$ cat src/rtl/idli_sqi_fetch.sv
// SQI SRAM instruction fetch: first word 15 cycles after reset (redirect + 16), then one word per 4 cycles.
// Stops SCK while 4 nibbles are buffered behind an unaccepted word; `IDLI_SQI_QUAD_ENTER_EN adds a quad-enter preamble.
typedef enum logic {
  SQI_MODE_IN  = 1'b0,
  SQI_MODE_OUT = 1'b1
} sqi_mode_t;

module idli_sqi_fetch (
  input  logic        i_clk,
  input  logic        i_rst,
  input  logic        i_redirect,
  input  logic [15:0] i_redirect_addr,
  output logic        o_valid,
  input  logic        i_ready,
  output logic [15:0] o_instr,
  output logic [15:0] o_pc,
  output logic        o_sqi_cs,
  output logic        o_sqi_sck_en,
  output sqi_mode_t   o_sqi_mode,
  output logic [3:0]  o_sqi_data,
  input  logic [3:0]  i_sqi_data
);

  typedef enum logic [2:0] {
    ST_GAP,
    ST_CMD,
    ST_ADDR,
    ST_DUMMY,
    ST_DATA,
    ST_ENTER
  } state_t;

`ifdef IDLI_SQI_QUAD_ENTER_EN
  localparam logic [7:0] ENTER_CMD = 8'h38;
`endif

  state_t      state;
  logic [3:0]  cnt;
  logic [15:0] addr;
  logic [15:0] shreg;
  logic [2:0]  nib_cnt;

  logic        full;
  logic        complete;
  logic        can_move;
  logic [15:0] shifted;
  logic [15:0] done_word;
  logic [15:0] word;

  assign full      = (nib_cnt == 3'd4);
  assign shifted   = {shreg[11:0], i_sqi_data};
  assign complete  = full || (o_sqi_sck_en && (nib_cnt == 3'd3));
  assign done_word = full ? shreg : shifted;
  // Bytes arrive low byte first, each high nibble first.
  assign word      = {done_word[7:0], done_word[15:8]};
  assign can_move  = !o_valid || i_ready;

  function automatic logic [3:0] addr_nib(input logic [15:0] a, input logic [2:0] i);
    logic [23:0] ba;
    ba = {7'b0, a, 1'b0};
    case (i)
      3'd0:    addr_nib = ba[23:20];
      3'd1:    addr_nib = ba[19:16];
      3'd2:    addr_nib = ba[15:12];
      3'd3:    addr_nib = ba[11:8];
      3'd4:    addr_nib = ba[7:4];
      3'd5:    addr_nib = ba[3:0];
      default: addr_nib = 4'h0;
    endcase
  endfunction

  always_ff @(posedge i_clk or posedge i_rst) begin
    if (i_rst) begin
`ifdef IDLI_SQI_QUAD_ENTER_EN
      state        <= ST_ENTER;
      o_sqi_cs     <= 1'b0;
      o_sqi_sck_en <= 1'b1;
      o_sqi_mode   <= SQI_MODE_OUT;
`else
      state        <= ST_GAP;
      o_sqi_cs     <= 1'b1;
      o_sqi_sck_en <= 1'b0;
      o_sqi_mode   <= SQI_MODE_IN;
`endif
      o_sqi_data   <= 4'h0;
      cnt          <= 4'd0;
      addr         <= 16'h0000;
      shreg        <= 16'h0000;
      nib_cnt      <= 3'd0;
      o_valid      <= 1'b0;
      o_instr      <= 16'h0000;
      o_pc         <= 16'h0000;
    end else begin
      if (o_valid && i_ready) o_valid <= 1'b0;

      if (i_redirect
`ifdef IDLI_SQI_QUAD_ENTER_EN
          && (state != ST_ENTER)
`endif
         ) begin
        state        <= ST_GAP;
        cnt          <= 4'd0;
        addr         <= i_redirect_addr;
        shreg        <= 16'h0000;
        nib_cnt      <= 3'd0;
        o_valid      <= 1'b0;
        o_sqi_cs     <= 1'b1;
        o_sqi_sck_en <= 1'b0;
        o_sqi_mode   <= SQI_MODE_IN;
        o_sqi_data   <= 4'h0;
      end else begin
        case (state)
`ifdef IDLI_SQI_QUAD_ENTER_EN
          // The first fetch address is only used after ENTER, so a redirect here just loads it.
          ST_ENTER: begin
            if (i_redirect) addr <= i_redirect_addr;
            if (cnt == 4'd7) begin
              cnt          <= 4'd8;
              o_sqi_cs     <= 1'b1;
              o_sqi_sck_en <= 1'b0;
              o_sqi_mode   <= SQI_MODE_IN;
              o_sqi_data   <= 4'h0;
            end else if (cnt == 4'd8) begin
              state <= ST_GAP;
              cnt   <= 4'd0;
            end else begin
              cnt        <= cnt + 4'd1;
              o_sqi_data <= {3'b000, ENTER_CMD[3'd6 - cnt[2:0]]};
            end
          end
`endif
          ST_GAP: begin
            state        <= ST_CMD;
            cnt          <= 4'd0;
            o_sqi_cs     <= 1'b0;
            o_sqi_sck_en <= 1'b1;
            o_sqi_mode   <= SQI_MODE_OUT;
            o_sqi_data   <= 4'h0;
          end
          ST_CMD: begin
            if (cnt == 4'd0) begin
              cnt        <= 4'd1;
              o_sqi_data <= 4'h3;
            end else begin
              state      <= ST_ADDR;
              cnt        <= 4'd0;
              o_sqi_data <= addr_nib(addr, 3'd0);
            end
          end
          ST_ADDR: begin
            if (cnt == 4'd5) begin
              state      <= ST_DUMMY;
              cnt        <= 4'd0;
              o_sqi_mode <= SQI_MODE_IN;
              o_sqi_data <= 4'h0;
            end else begin
              cnt        <= cnt + 4'd1;
              o_sqi_data <= addr_nib(addr, cnt[2:0] + 3'd1);
            end
          end
          ST_DUMMY: begin
            if (cnt == 4'd0) begin
              cnt <= 4'd1;
            end else begin
              state   <= ST_DATA;
              cnt     <= 4'd0;
              nib_cnt <= 3'd0;
            end
          end
          ST_DATA: begin
            if (complete && can_move) begin
              o_valid <= 1'b1;
              o_instr <= word;
              o_pc    <= addr;
              nib_cnt <= 3'd0;
              // Never stream past the top of the 16-bit space; restart cleanly at 0.
              if (addr == 16'hFFFF) begin
                state        <= ST_GAP;
                addr         <= 16'h0000;
                o_sqi_cs     <= 1'b1;
                o_sqi_sck_en <= 1'b0;
              end else begin
                addr         <= addr + 16'd1;
                o_sqi_sck_en <= 1'b1;
              end
            end else if (complete) begin
              shreg        <= done_word;
              nib_cnt      <= 3'd4;
              o_sqi_sck_en <= 1'b0;
            end else begin
              if (o_sqi_sck_en) begin
                shreg   <= shifted;
                nib_cnt <= nib_cnt + 3'd1;
              end
              o_sqi_sck_en <= 1'b1;
            end
          end
          default: begin
            state        <= ST_GAP;
            cnt          <= 4'd0;
            o_sqi_cs     <= 1'b1;
            o_sqi_sck_en <= 1'b0;
            o_sqi_mode   <= SQI_MODE_IN;
            o_sqi_data   <= 4'h0;
          end
        endcase
      end
    end
  end

endmodule
$ cat config.mk
export PLATFORM = sky130hd
export DESIGN_NAME = idli_sqi_fetch
export DESIGN_NICKNAME = d
export VERILOG_FILES = /design/src/rtl/idli_sqi_fetch.sv
export SDC_FILE = /design/constraint.sdc
export NUM_CORES = 1
export LEC_CHECK = 0
export ABC_AREA = 1
export CAP_MARGIN = 40
export CORE_MARGIN = 5
export CORE_UTILIZATION = 31
export CTS_CLUSTER_DIAMETER = 50
export DETAILED_ROUTE_END_ITERATION = 7
export HOLD_SLACK_MARGIN = 0.02
export PLACE_DENSITY_LB_ADDON = 0.12
export SKIP_CTS_REPAIR_TIMING = 1
export SYNTH_ARGS = -nofsm -noshare
export SYNTH_HDL_FRONTEND = slang
export SYNTH_SLANG_ARGS = --single-unit
export TNS_END_PERCENT = 50
$ cat constraint.sdc
create_clock -name i_clk -period 2.5 [get_ports i_clk]
set_clock_uncertainty 0.1 [all_clocks]
set_input_delay 0.5 -clock i_clk [delete_from_list [all_inputs] [get_ports i_clk]]
set_output_delay 0.5 -clock i_clk [all_outputs]
set_load 0.03 [all_outputs]
==> Yosys cells after proc, flatten, opt, wreduce, memory -nomap -nowiden <==
Cells that the tools add are included.
{ "word_totals": {"in_bits": 24, "n_memories": 0, "latchBits": 0, "rom_bits": 0, "ramBits": 0, "reg_bits": 82, "word_cells": 112} }
{ "classes": {"n_mul": 0, "div_mod_pow": 0, "mux": 48, "n_lt_le_gt_ge": 0, "eq_ne": 24, "add_sub_neg": 4, "n_shift": 0, "reduce_logical": 23, "bitwise_logic": 1} }
{ "op_table": {"columns": ["cell", "count"], "rows": [
  ["16-bit two-way mux", 10],
  ["3-bit two-way mux", 11],
  ["4-bit case mux with 3 select lines", 2],
  ["4-bit case mux with 5 select lines", 1],
  ["16-bit by 1-bit adder with 16-bit output (second input constant)", 1],
  ["16-bit == test (second input constant)", 1],
  ["4-bit two-way mux", 4],
  ["3-bit by 2-bit == test with 1-bit output (second input constant)", 5],
  ["3-bit inequality test (second input constant)", 5],
  ["3-bit case mux with 5 select lines", 1],
  ["1-bit two-way mux", 14],
  ["3-bit == test (second input constant)", 4],
  ["3-bit AND reduction", 4],
  ["1-bit case mux with 3 select lines", 3],
  ["3-bit by 1-bit adder with 3-bit output (second input constant)", 2],
  ["3-bit by 1-bit == test with 1-bit output (second input constant)", 2],
  ["2-bit by 1-bit inequality test with 1-bit output (second input constant)", 3],
  ["3-bit case mux with 2 select lines", 1],
  ["3-bit nonzero test", 2],
  ["3-bit OR reduction", 2],
  ["5-bit inequality test (second input constant)", 1],
  ["5-bit AND reduction", 1],
  ["4-bit by 1-bit adder with 4-bit output (second input constant)", 1],
  ["4-bit by 3-bit == test with 1-bit output (second input constant)", 1],
  ["other kinds (11)", 18]
]} }

==> Logic depth before layout (Yosys ltp) <==
{ "logic_depth": {"depth_word": 7, "ltp_mapped": 11, "ltp_nobuf": 11} }

==> Worst setup path before layout <==
OpenSTA, ideal clock, no wires.
{ "synth_timing": {"path_type": "flip-flop to flip-flop", "startpoint": "register nib_cnt[0]", "endpoint": "register shreg[4]", "t_required_ns": 2.265, "stages_incl_launch_ff": 10, "arrival_time_ns": 1.582, "slack_ns": 0.684, "path_cell_list": "dfrtp_1 ha_1 ha_1 nand2_1 nand2_2 nand2_4 nand2_1 a21boi_4 buf_6 o22ai_2"} }
{ "synth_via": {"elab_chain_len": 7, "word_cells_on_any_way": 13, "classes_between": "eq/ne: 3; mux: 5; reduce/logical: 5"} }
{ "synth_rtl": {"columns": ["element", "line", "rtl"], "rows": [
  ["start: declaration", "41", "logic [2:0] nib_cnt;"],
  ["start signal: assignment", "193", "nib_cnt <= nib_cnt + 3'd1;"],
  ["3-bit by 2-bit == test with 1-bit output", "52", "assign complete = full || (o_sqi_sck_en && (nib_cnt == 3'd3));"],
  ["1-bit logical AND", "52", null],
  ["1-bit logical OR", "52", null],
  ["16-bit two-way mux", "186", "end else if (complete) begin"],
  ["16-bit two-way mux", "171", "if (complete && can_move) begin"],
  ["16-bit two-way mux", "112", "case (state)"],
  ["16-bit two-way mux", "96", "if (i_redirect"],
  ["end signal: assignment", "187", "shreg <= done_word;"],
  ["end signal: assignment", "192", "shreg <= shifted;"],
  ["end: declaration", "40", "logic [15:0] shreg;"]
]} }
Parallel ways exist; a longest one is shown, timed or not. The select of a mux whose other input is x is not followed.
A chain may end at the register's enable or synchronous reset.

==> Worst setup path in the final report <==
{ "layout_timing": {"startpoint": "register o_sqi_cs", "endpoint": "output port o_sqi_cs"} }
{ "layout_lines": {"columns": ["element", "line", "rtl"], "rows": [
  ["start: declaration", "17", "output logic o_sqi_cs,"],
  ["start signal: assignment", "81", "o_sqi_cs <= 1'b1;"],
  ["start signal: assignment", "107", "o_sqi_cs <= 1'b1;"],
  ["start signal: assignment", "135", "o_sqi_cs <= 1'b0;"]
]} }
No word-level cell between the ends.

==> results.toml <==
[setup_path]
timing.critical_path.cells = "clkdlybuf4s50_1"
critPathSlowestCell = "clkdlybuf4s50_1"
start_kind = "flip-flop"
critPathKind = "flip-flop to output port"
cp.buffers_inverters = 1
worstPathArrival_ps = 1530
cpPeakStageDelay_ps = 670
critPathMaxFanout = 2
r2r-end = "addr[12]"
r2r_start = "nib_cnt[0]"
required_ps = 1900
end_kind = "output port"
r2r_setup_slack_ps = 420
reg2regPathDepth = 11
path_delay_family = "buffers and inverters"

[placed_design]
gp_congestion = 0.848
port_buffers = 63
dp_slack_ps = 237
dpl_cell_area_um2 = 5380
dp_hpwl_um = 8610

[detailed_routing]
antenna_left = 0
routed_wirelength_um = 11500
vias = 3765
viasPerCell = 4.73
drtPass1Iterations = 4
route.detailed.drc = 0
drt-initial-drc-count = 167
wire_per_inst_um = 14.5

[final_layout]
area_growth_pct = 25.8
fillers = 1501
diodes = 0
drive_above_1_share = 0.141
layout_common_cells = "164 x nand2_1, 81 x dfrtp_1, 63 x clkdlybuf4s50_1"
nNetsFinal = 641
finish.utilization = 0.394
layout.cells.most_common = "nand2_1"
finalInstanceArea_um2 = 5680

[synth]
synthFlopType = "dfrtp_1"
ys_types = 32
async_flop_share = 1.00
syn_avg_cell_area_um2 = 8.35
syn_inst = 541
syn_nets = 575
yosysWarnings = 0
synth_edf_count = 0
synth_area_um2 = 4520
yosysSeqAreaShare = 0.455
ys_ff_latch = 82

[sta]
slew_viol_final = 0
setup_viol = 0
setup_slack_ps = 366
fmax_ghz = 0.469
rsz0062_at_grt = "no"
relSlewSlack = 0.544
finalSetupTns_ps = 0
finalHoldViolations = 0
fin_crit_sh = 0.854
tightest_slew_ps = 681
min_period_ps = 2130
holdWs_ps = 366

[clock_tree]
numClockSinks = 82
cts_buffer_depth = 2
cts-root-buf = "clkbuf_16"
clk_pin_slew_ps = 60
cts_tree = "built"
h-tree-depth = 3
numCtsBuffers = 9
clock_latency_ps = 340

[worst_hold_path]
min_path_cells = 2
hold_path_startpoint = "o_sqi_cs"
hp-class = "flip-flop to flip-flop"
whs_endpoint = "o_sqi_cs"

[floorplan]
io_pins = 64
start_util = 0.313
core-area_um2 = 14400
fp.dieW_um = 131
fp.dieArea_um2 = 17100
rows = 44
die_h_um = 131

[power]
p_per_area_nw_per_um2 = 650
power_leakage_nw = 2.68
peakVddDrop_mv = 0.415

[global_route]
grtUsageTotal = 0.142
antenna_found_initial = 0
grt_pass1_vias = 3642
grt_max_degree = 33
grt_overflow = 0
grt_first_pass_wirelength_um = 18900

[status]
status = "finished, final reports clean"

[run]
maxCapViolCount = 0
[cells by family after synthesis]
kind of cell | synth area share
AOI/OAI and AO/OA | 0.159
xor gates and xnor gates | 0.0116
adders and majority gates | 0.0277
buffers and inverters | 0.0809
DFF | 0.455
and+or+nand+nor | 0.266
[final cells by class]
cell class	count	area [µm²]	area share
well taps	184	230	0.0405
clock buffers	12	246	0.0434
flip-flops and latches	82	2050	0.361
multi-input cells	382	2100	0.369
clock inverters	4	51.3	0.00903
inverters	58	226	0.0399
repair buffers	74	776	0.137
[synth_stat cells, types with 3 or more instances]
cell type | count | area (µm²)
o22ai_2 | 10 | 125
nand2_1 | 164 | 616
o211ai_1 | 5 | 37.5
ha_1 | 10 | 125
dfrtp_1 | 81 | 2030
nand2_4 | 4 | 45.0
o22ai_1 | 7 | 43.8
o21ai_0 | 26 | 130
nor3_1 | 4 | 20.0
xor2_1 | 6 | 52.6
nand2_2 | 3 | 18.8
buf_2 | 6 | 30.0
o21ai_2 | 30 | 263
clkbuf_1 | 4 | 15.0
nand4_1 | 12 | 75.1
buf_6 | 8 | 90.1
a22oi_1 | 5 | 37.5
a21oi_1 | 9 | 45.0
nand3_1 | 41 | 205
inv_1 | 55 | 206
nor2_1 | 36 | 135
[state kept, by name, indices dropped and copies added (netlist names)]
name          cells
addr             16
o_instr          16
o_pc             16
shreg            16
cnt               4
o_sqi_data        4
nib_cnt           3
state             3
o_sqi_cs          1
o_sqi_mode        1
o_sqi_sck_en      1
o_valid           1
[stage by stage]
step           cells  total power [mW]
2_1_floorplan    541              2.10
3_3_place_gp     780              2.37
3_5_place_dp     780              2.37
4_1_cts          796              3.74
5_1_grt          796              3.90
6_report         796              3.69
[worst max path at each step]
stage / slack, ps / to / from / cells after the start
2_1_floorplan: 680 / shreg[4] / nib_cnt[0] / 9
3_3_place_gp: 270 / shreg[11] / i_redirect / 7
3_5_place_dp: 240 / shreg[12] / i_redirect / 7
4_1_cts: 340 / o_sqi_cs / o_sqi_cs / 1
5_1_grt: 230 / addr[14] / nib_cnt[0] / 9
6_report: 370 / o_sqi_cs / o_sqi_cs / 1
[power breakdown]
group | leakage [nW] | total [mW] | switching (mW) | internal [mW]
sequential | 1.10 | 1.55 | 0.124 | 1.43
clock | 0.143 | 1.34 | 0.537 | 0.802
combinational | 1.43 | 0.800 | 0.504 | 0.296
[metal layers]
layer	vias to the layer above	part of all wire	track usage
met5	-	0	0
met4	0	0.013	0.0502
met3	9	0.044	0.0260
met1	1790	0.50	0.206
met2	68	0.44	0.210
li1	1898	-	-
(Power assumes the default switching activity.)
